--- src/rtl/hba_arb_pkg.sv ---
// Shared types and helpers for the HBA round-robin arbiter.
// Provides the arbiter state encoding, owner index width and rotating first-one search.
package hba_arb_pkg;

    typedef enum logic [1:0] {
        ST_IDLE,
        ST_OWNED,
        ST_DEAD
    } arb_state_t;

    localparam int unsigned OWNER_W = 4;
    localparam int unsigned MAX_REQ = 1 << OWNER_W;
    localparam int unsigned IDX_W   = OWNER_W + 1;

    // Returns {valid, index}: first set bit of req searching from last+1 upward, wrapping at n.
    function automatic logic [OWNER_W:0] next_rr(
        input logic [MAX_REQ-1:0] req,
        input logic [OWNER_W-1:0] last,
        input int unsigned        n
    );
        logic [OWNER_W:0] res;
        logic [IDX_W-1:0] idx;
        res = '0;
        for (int unsigned i = 1; i <= MAX_REQ; i++) begin
            if (i <= n) begin
                idx = {1'b0, last} + IDX_W'(i);
                if (idx >= IDX_W'(n)) begin
                    idx = idx - IDX_W'(n);
                end
                if (!res[OWNER_W] && req[idx[OWNER_W-1:0]]) begin
                    res = {1'b1, idx[OWNER_W-1:0]};
                end
            end
        end
        return res;
    endfunction

endpackage

--- src/rtl/hba_rr_picker.sv ---
// Combinational rotating priority encoder: first requester after 'last', with wrap.
// Generic enough to be shared with the interrupt controller.
module hba_rr_picker
    import hba_arb_pkg::*;
#(
    parameter int unsigned N = 4
) (
    input  logic [N-1:0]       req,
    input  logic [OWNER_W-1:0] last,
    output logic               valid,
    output logic [OWNER_W-1:0] index
);

    logic [MAX_REQ-1:0] req_ext;
    logic [OWNER_W:0]   pick;

    always_comb begin
        req_ext        = '0;
        req_ext[N-1:0] = req;
        pick           = next_rr(req_ext, last, N);
        valid          = pick[OWNER_W];
        index          = pick[OWNER_W-1:0];
    end

endmodule

--- src/rtl/hba_arbiter_rr.sv ---
// Round-robin HBA bus arbiter with tenure limit and a dead cycle between owners.
// Define HBA_ARB_TIMEOUT_EN to add the select-without-ack timeout and synthesized ack.
module hba_arbiter_rr
    import hba_arb_pkg::*;
#(
    parameter int unsigned NUM_MASTERS    = 4,
    parameter int unsigned MAX_XFERS      = 8,
    parameter int unsigned TIMEOUT_CYCLES = 255
) (
    input  logic                   hba_clk,
    input  logic                   hba_reset,
    input  logic [NUM_MASTERS-1:0] hba_mrequest,
    input  logic                   hba_select,
    input  logic                   hba_xferack_slv,
    output logic [NUM_MASTERS-1:0] hba_mgrant,
    output logic                   hba_xferack,
    output logic [OWNER_W-1:0]     arb_owner,
    output logic                   timeout_err,
    output logic [OWNER_W-1:0]     timeout_master,
    input  logic                   err_clr
);

    localparam int unsigned CNT_W = (MAX_XFERS < 2) ? 1 : $clog2(MAX_XFERS + 1);
    localparam logic [CNT_W-1:0] CNT_MAX = CNT_W'(MAX_XFERS);

    arb_state_t         state;
    logic [OWNER_W-1:0] last_q;
    logic [CNT_W-1:0]   xfer_cnt;
    logic               to_ack;
    logic               pick_valid;
    logic [OWNER_W-1:0] pick_idx;
    logic               owner_req;
    logic               others_req;
    logic               xfer_seen;
    logic               cnt_full;

    hba_rr_picker #(
        .N (NUM_MASTERS)
    ) u_picker (
        .req   (hba_mrequest),
        .last  (last_q),
        .valid (pick_valid),
        .index (pick_idx)
    );

    assign hba_xferack = hba_xferack_slv | to_ack;

    always_comb begin
        owner_req  = |(hba_mrequest & hba_mgrant);
        others_req = |(hba_mrequest & ~hba_mgrant);
        xfer_seen  = hba_select & hba_xferack;
        cnt_full   = (MAX_XFERS != 0) && (xfer_cnt == CNT_MAX);
    end

    always_ff @(posedge hba_clk or posedge hba_reset) begin
        if (hba_reset) begin
            state      <= ST_IDLE;
            hba_mgrant <= '0;
            last_q     <= OWNER_W'(NUM_MASTERS - 1);
            xfer_cnt   <= '0;
            arb_owner  <= '0;
        end else begin
            unique case (state)
                ST_IDLE: begin
                    if (pick_valid) begin
                        hba_mgrant <= NUM_MASTERS'(1) << pick_idx;
                        arb_owner  <= pick_idx;
                        last_q     <= pick_idx;
                        xfer_cnt   <= '0;
                        state      <= ST_OWNED;
                    end
                end
                ST_OWNED: begin
                    // With MAX_XFERS=0, CNT_MAX is 0 so the counter never moves.
                    if (xfer_seen && (xfer_cnt != CNT_MAX)) begin
                        xfer_cnt <= xfer_cnt + 1'b1;
                    end
                    if (!hba_select && (!owner_req || (cnt_full && others_req))) begin
                        hba_mgrant <= '0;
                        state      <= ST_DEAD;
                    end
                end
                ST_DEAD: begin
                    state <= ST_IDLE;
                end
                default: begin
                    state <= ST_IDLE;
                end
            endcase
        end
    end

`ifdef HBA_ARB_TIMEOUT_EN
    localparam int unsigned TMR_W = (TIMEOUT_CYCLES < 2) ? 1 : $clog2(TIMEOUT_CYCLES + 1);
    localparam logic [TMR_W-1:0] TMR_LAST = TMR_W'(TIMEOUT_CYCLES - 1);

    logic [TMR_W-1:0] timer;
    logic             tmr_run;

    assign tmr_run = (state == ST_OWNED) && hba_select && !hba_xferack_slv;

    always_ff @(posedge hba_clk or posedge hba_reset) begin
        if (hba_reset) begin
            timer          <= '0;
            to_ack         <= 1'b0;
            timeout_err    <= 1'b0;
            timeout_master <= '0;
        end else begin
            to_ack <= 1'b0;
            if (err_clr) begin
                timeout_err <= 1'b0;
            end
            // A timeout in the same cycle overrides the clear above.
            if (!tmr_run) begin
                timer <= '0;
            end else if (timer == TMR_LAST) begin
                timer          <= '0;
                to_ack         <= 1'b1;
                timeout_err    <= 1'b1;
                timeout_master <= arb_owner;
            end else begin
                timer <= timer + 1'b1;
            end
        end
    end
`else
    logic unused_timeout_cfg;

    assign to_ack             = 1'b0;
    assign timeout_err        = 1'b0;
    assign timeout_master     = '0;
    assign unused_timeout_cfg = err_clr ^ (TIMEOUT_CYCLES == 0);
`endif

endmodule
--- config.mk ---
export PLATFORM = sky130hd
export DESIGN_NAME = hba_arbiter_rr
export DESIGN_NICKNAME = d
export VERILOG_FILES = /design/src/rtl/hba_arb_pkg.sv /design/src/rtl/hba_rr_picker.sv /design/src/rtl/hba_arbiter_rr.sv
export SDC_FILE = /design/constraint.sdc
export NUM_CORES = 1
export LEC_CHECK = 0
export CORE_MARGIN = 10
export CORE_UTILIZATION = 30
export DETAILED_ROUTE_END_ITERATION = 8
export PLACE_DENSITY_LB_ADDON = 0.25
export SLEW_MARGIN = 20
export SYNTH_ARGS = -nofsm -noshare
export SYNTH_HDL_FRONTEND = slang
export SYNTH_SLANG_ARGS = --single-unit
export TNS_END_PERCENT = 1
--- constraint.sdc ---
create_clock -name hba_clk -period 3.5 [get_ports hba_clk]
set_input_delay 0.35 -clock hba_clk [delete_from_list [all_inputs] [get_ports hba_clk]]
set_output_delay 0.35 -clock hba_clk [all_outputs]
set_load 0.1 [all_outputs]
==> flow_summary.json, run 1 <==
{
  "cts_made_buffers": 3,
  "clock_skew_ns": 0.0008436,
  "p_leak_nw": 0.7570,
  "hpwl_um": 2451,
  "cp.arrival_ns": 3.23,
  "clk_pin_slew_ns": 0.06,
  "yosys.area.top_type": "dfrtp_1",
  "start_util_pct": 31.77,
  "grtUsageTotal_pct": 7.872,
  "drt_wl_total_um": 3009,
  "yosysSeqAreaShare_pct": 28.35,
  "path_cells": "inv_1 > ha_1 > xor2_1 > inv_1 > ha_1 > nor2_1 > o211ai_2 > nand2_2 > o31a_4 > nor2_4 > mux2_1",
  "postSynthCellCount": 146,
  "crit_buf_inv": 2,
  "clock.fmax_mhz": 322.3,
  "synthArstFlopShare_pct": 100.0,
  "cts_resized": 0,
  "yosys_warnings": 0,
  "route.detailed.wl_per_inst_um": 14.26,
  "crit_path_end_kind": "register",
  "ctsHoldBuffers": 0,
  "cp_top_family": "flip-flops",
  "hold_violations": 0,
  "die-width_um": 88.83,
  "worstSetupStartpointType": "register",
  "peakVddDrop_v": 0.0002533,
  "grt_max_degree": 17,
  "clock_sinks": 16,
  "cts.path.max_buffers": 2,
  "layout_setup_ws_ns": 0.3974,
  "setup-violations-final": 0,
  "grt_pass1_wl_um": 5099,
  "synth_edf_count": 0,
  "worst-path-max-fanout": 16,
  "antenna_left": 0,
  "rsz0062_at_grt": "false",
  "drive_gt1_share_pct": 13.21,
  "criticalPathCategory": "reg2reg",
  "rows": 24,
  "synthesis.area_um2": 1421,
  "p_total_mw": 0.6410,
  "synthToLayoutAreaGrowth_pct": 14.52,
  "tightest_slew_ns": 0.9874,
  "portBuffers": 16,
  "vias_per_cell": 5.104,
  "antennaDiodeCount": 0,
  "core-area_um2": 4474,
  "cp.required_ns": 3.63,
  "synth_flop_cell": "dfrtp_1",
  "slew_headroom_pct": 33.97,
  "nets": 186,
  "antenna_found_initial": 0,
  "cts_root_buf": "clkbuf_8",
  "synth_area_leaders": "dfrtp_1 25%, ha_1 15%, inv_1 4.5%, buf_4 4.2%, dfstp_2 3.7%",
  "first_iter_violations": 25,
  "syn-mean-instance-area_um2": 9.735,
  "fp.dieArea_um2": 7891,
  "crit_path_top_delay_cell": "dfstp_2",
  "dp_slack_ns": 0.3830,
  "synth_top_area_share_pct": 24.65,
  "drtPass1Iterations": 4,
  "grt_pass1_vias": 1110,
  "p_per_area_nw_per_um2": 393.8,
  "synth_cell_types": 49,
  "synth_seq_cells": 16,
  "gp_congestion": 0.8437,
  "post-route-period-util_pct": 88.64,
  "fin_crit_ns": 3.103,
  "io_pins": 23,
  "via_count": 1077,
  "cts_tree": "yes",
  "dieHeight_um": 88.83,
  "drc": 0,
  "post_cts_buffers": 0,
  "hold_path_class": "in2async",
  "status": "complete, no violations",
  "htreeDepth": 1,
  "overflow": 0,
  "maxCapViolCount": 0,
  "slew_viol_final": 0,
  "setup_tns_ns": 0,
  "layout_common_cells": "17 x inv_1, 17 x ha_1, 15 x clkdlybuf4s50_1",
  "cp_slowest_stage_delay_ns": 0.68,
  "insertion_delay_ns": 0.25
}
## cell families (layout without fill, tap and decap cells)
family	count (synthesis)	in the layout	synth area share (%)
and+or+nand+nor	34	34	12.59
AOI/OAI and AO/OA	32	32	17.78
buffers and inverters	28	37	10.56
adders and majority gates	17	17	14.96
DFF	16	16	28.35
muxes	10	10	10.03
xor gates and xnor gates	8	8	5.458
other	1	5	0.2638
## synth_stat cells, types with 2 or more instances
cell	instances
mux2i_1	3
inv_1	17
a211oi_1	2
dfstp_2	2
mux2_2	3
a22o_1	2
ha_1	17
dfrtp_1	14
nand2_1	9
o21ai_1	3
nor2_4	2
nor3_1	2
o21ai_0	2
buf_4	8
a22oi_1	2
a21oi_1	3
xnor2_1	5
nand2b_1	3
nor2b_1	2
buf_6	2
nor2_1	9
o2bb2ai_1	2
o32ai_1	3
xor2_1	2
mux4_2	2
a31oi_1	2
## power by group
group          internal (mW)  leakage [nW]  switching [mW]  total [mW]
clock                 0.0997        0.0288          0.0631       0.163
sequential             0.211         0.184          0.0207       0.232
combinational         0.0642         0.545           0.182       0.247
total                  0.375         0.757           0.266       0.641
## worst register-to-register path: stages (launching register included)
cell	delay (ns)
dfstp_2	0.68
inv_1	0.17
ha_1	0.27
xor2_1	0.22
inv_1	0.07
ha_1	0.30
nor2_1	0.06
o211ai_2	0.29
nand2_2	0.08
o31a_4	0.38
nor2_4	0.15
mux2_1	0.32
## area by class of cell
| type | count | area, um^2 |
|---|---|---|
| Multi-Input combinational cell | 106 | 883.3 |
| Timing Repair Buffer | 16 | 157.7 |
| Inverter | 17 | 63.81 |
| Fill cell | 432 | 2846 |
| Clock buffer | 4 | 55.05 |
| Tap cell | 52 | 65.06 |
| Sequential cell | 16 | 402.9 |
## state kept, by name (all words and copies together), names as in the netlist
register and cells:
state 2, last_q 2, hba_mgrant 4, xfer_cnt 4
arb_owner 4
## path summary, 6_finish.rpt
kind	cells after the start	to	startpoint	slack, ns
setup / recovery	11	xfer_cnt[0]$_DFFE_PP0P_	last_q[0]$_DFFE_PP1P_	0.40
hold / removal	2	arb_owner[0]$_DFFE_PP0P_	hba_reset	0.48
setup reg to reg	11	xfer_cnt[0]$_DFFE_PP0P_	last_q[0]$_DFFE_PP1P_	0.40
hold reg to reg	1	arb_owner[1]$_DFFE_PP0P_	arb_owner[1]$_DFFE_PP0P_	0.51
max in group asynchronous	2	hba_mgrant[0]$_DFFE_PP0P_	hba_reset	2.62
min in group hba_clk	1	arb_owner[1]$_DFFE_PP0P_	arb_owner[1]$_DFFE_PP0P_	0.51
## per-stage QoR
stage / instance area (um^2) / hold WS, ns / util (%) / cells
floorplan: 1436 / 0.2623 / - / 150
CTS: 1628 / 0.5111 / 36.38 / 211
detailed placement: 1573 / 0.5026 / 35.15 / 207
global route: 1628 / 0.5306 / 36.38 / 211
finish: 1628 / 0.4846 / 36.38 / 211
global placement: 1573 / 0.4909 / 35.15 / 207
## metal layers
metal | vias up | GRT usage (%) | wire length (um)
met5 | - | 0 | 0
met4 | 0 | 2.790 | 37
met3 | 6 | 1.838 | 144
met2 | 24 | 13.36 | 1472
met1 | 524 | 9.453 | 1355
li1 | 523 | - | -
No activity file was read; power rests on OpenSTA's default activity.
==> run 2: changes to the inputs <==
--- a/config.mk
+++ b/config.mk
@@ -5,8 +5,9 @@
 export SDC_FILE = /design/constraint.sdc
 export NUM_CORES = 1
 export LEC_CHECK = 0
+export ABC_CLOCK_PERIOD_IN_PS = 3500
 export CORE_MARGIN = 10
-export CORE_UTILIZATION = 30
+export CORE_UTILIZATION = 25
 export DETAILED_ROUTE_END_ITERATION = 8
 export PLACE_DENSITY_LB_ADDON = 0.25
 export SLEW_MARGIN = 20
==> flow_summary.json, run 2 (synthesis gave the netlist of run 1 again) <==
{
  "status": "complete, no violations",
  "cp.required_ns": 3.63,
  "hold_violations": 0,
  "grtUsageTotal_pct": 6.997,
  "grt_max_degree": 17,
  "rrSetupSlack_ns": 0.42,
  "rsz0062_at_grt": "false",
  "tightest_slew_ns": 0.9888,
  "cts_resized": 0,
  "fp.dieArea_um2": 9101,
  "cts_tree": "yes",
  "crit_path_end_kind": "register",
  "cts_root_buf": "clkbuf_8",
  "timing.hold.ws_ns": 0.4785,
  "drive_gt1_share_pct": 13.75,
  "clock.fmax_mhz": 324.4,
  "post_cts_buffers": 0,
  "slew_viol_final": 0,
  "grt_pass1_vias": 1120,
  "crit_buf_inv": 2,
  "core-area_um2": 5507,
  "peakVddDrop_v": 0.0001258,
  "cts.path.max_buffers": 2,
  "synthToLayoutAreaGrowth_pct": 16.81,
  "drc": 0,
  "p_per_area_nw_per_um2": 386.4,
  "layout_common_cells": "17 x inv_1, 17 x ha_1, 15 x clkdlybuf4s50_1",
  "slew_headroom_pct": 33.87,
  "maxCapViolCount": 0,
  "grt_pass1_wl_um": 5237,
  "clk_pin_slew_ns": 0.07,
  "dieHeight_um": 95.40,
  "finalNonFillerCells": 232,
  "hpwl_um": 2370,
  "hold_path_class": "in2async",
  "drtPass1Iterations": 4,
  "fin_crit_ns": 3.083,
  "rows": 27,
  "cp_top_family": "flip-flops",
  "io_pins": 23,
  "worst-path-max-fanout": 16,
  "path_cells": "inv_1 > ha_1 > xor2_1 > inv_1 > ha_1 > nor2_1 > o211ai_2 > nand2_2 > o31a_4 > nor2_4 > mux2_1",
  "route.detailed.wl_per_inst_um": 12.96,
  "cp.arrival_ns": 3.22,
  "antennaDiodeCount": 0,
  "drt_wl_total_um": 3006,
  "setup_tns_ns": 0,
  "place_inst": 228,
  "worstSetupStartpointType": "register",
  "start_util_pct": 25.81,
  "p_leak_nw": 0.7611,
  "first_iter_violations": 33,
  "top_regs": "arb_owner: 4 flops, hba_mgrant: 4 flops, xfer_cnt: 4 flops",
  "htreeDepth": 1,
  "overflow": 0,
  "layout_setup_ws_ns": 0.4171,
  "antenna_left": 0,
  "clock_sinks": 16,
  "criticalPathCategory": "reg2reg",
  "via_count": 1020,
  "crit_path_top_delay_cell": "dfstp_2",
  "post-route-period-util_pct": 88.08,
  "vias_per_cell": 4.397,
  "setup-violations-final": 0,
  "cp_slowest_stage_delay_ns": 0.68,
  "clock_skew_ns": 0.005535,
  "antenna_found_initial": 0,
  "cts_made_buffers": 3,
  "ctsHoldBuffers": 0,
  "nets": 187,
  "insertion_delay_ns": 0.25,
  "dp_slack_ns": 0.3912,
  "die-width_um": 95.40,
  "portBuffers": 16,
  "gp_congestion": 0.7384
}
-- run 2: final timing paths --
check | from | cells after the start | endpoint
worst max-delay path | last_q[0]$_DFFE_PP1P_ | 11 | xfer_cnt[0]$_DFFE_PP0P_
worst min-delay path | hba_reset | 2 | xfer_cnt[1]$_DFFE_PP0P_
worst max register to register | last_q[0]$_DFFE_PP1P_ | 11 | xfer_cnt[0]$_DFFE_PP0P_
worst min register to register | arb_owner[1]$_DFFE_PP0P_ | 1 | arb_owner[1]$_DFFE_PP0P_
max in group asynchronous | hba_reset | 2 | arb_owner[2]$_DFFE_PP0P_
min in group hba_clk | arb_owner[1]$_DFFE_PP0P_ | 1 | arb_owner[1]$_DFFE_PP0P_
-- run 2: metal layers --
metal	up-vias	part of all wire, %	global-route usage [%]
li1	529	-	-
met1	466	49	9.498
met2	21	44	10.68
met3	4	5.9	1.178
met4	0	0.83	2.948
met5	-	0	0
-- run 2: area by class of cell --
cell class	instances	area, um^2
well taps	72	90.09
repair buffers	17	165.2
flip-flops and latches	16	402.9
inverters	17	63.81
clock buffers	4	55.05
fillers	571	3846
multi-input cells	106	883.3
-- run 2: where the power goes --
group / switching [mW] / internal [mW] / leakage [nW]
sequential: 0.0219 / 0.211 / 0.184
clock: 0.0636 / 0.0997 / 0.0288
combinational: 0.181 / 0.0645 / 0.549
total: 0.267 / 0.375 / 0.761
-- run 2: worst register-to-register path: stages (launching register included) --
cell and delay [ns]:
dfstp_2 0.68, inv_1 0.16, ha_1 0.26, xor2_1 0.21
inv_1 0.07, ha_1 0.29, nor2_1 0.05, o211ai_2 0.30
nand2_2 0.08, o31a_4 0.38, nor2_4 0.15, mux2_1 0.32
-- run 2: metrics by stage --
step / area (um^2) / total power [mW] / util [%]
after detailed placement: 1605 / 0.4840 / 29.15
after floorplan: 1436 / 0.4280 / -
after global placement: 1605 / 0.4871 / 29.15
final: 1660 / 0.6416 / 30.15
after CTS: 1660 / 0.6530 / 30.15
after global routing: 1660 / 0.6803 / 30.15
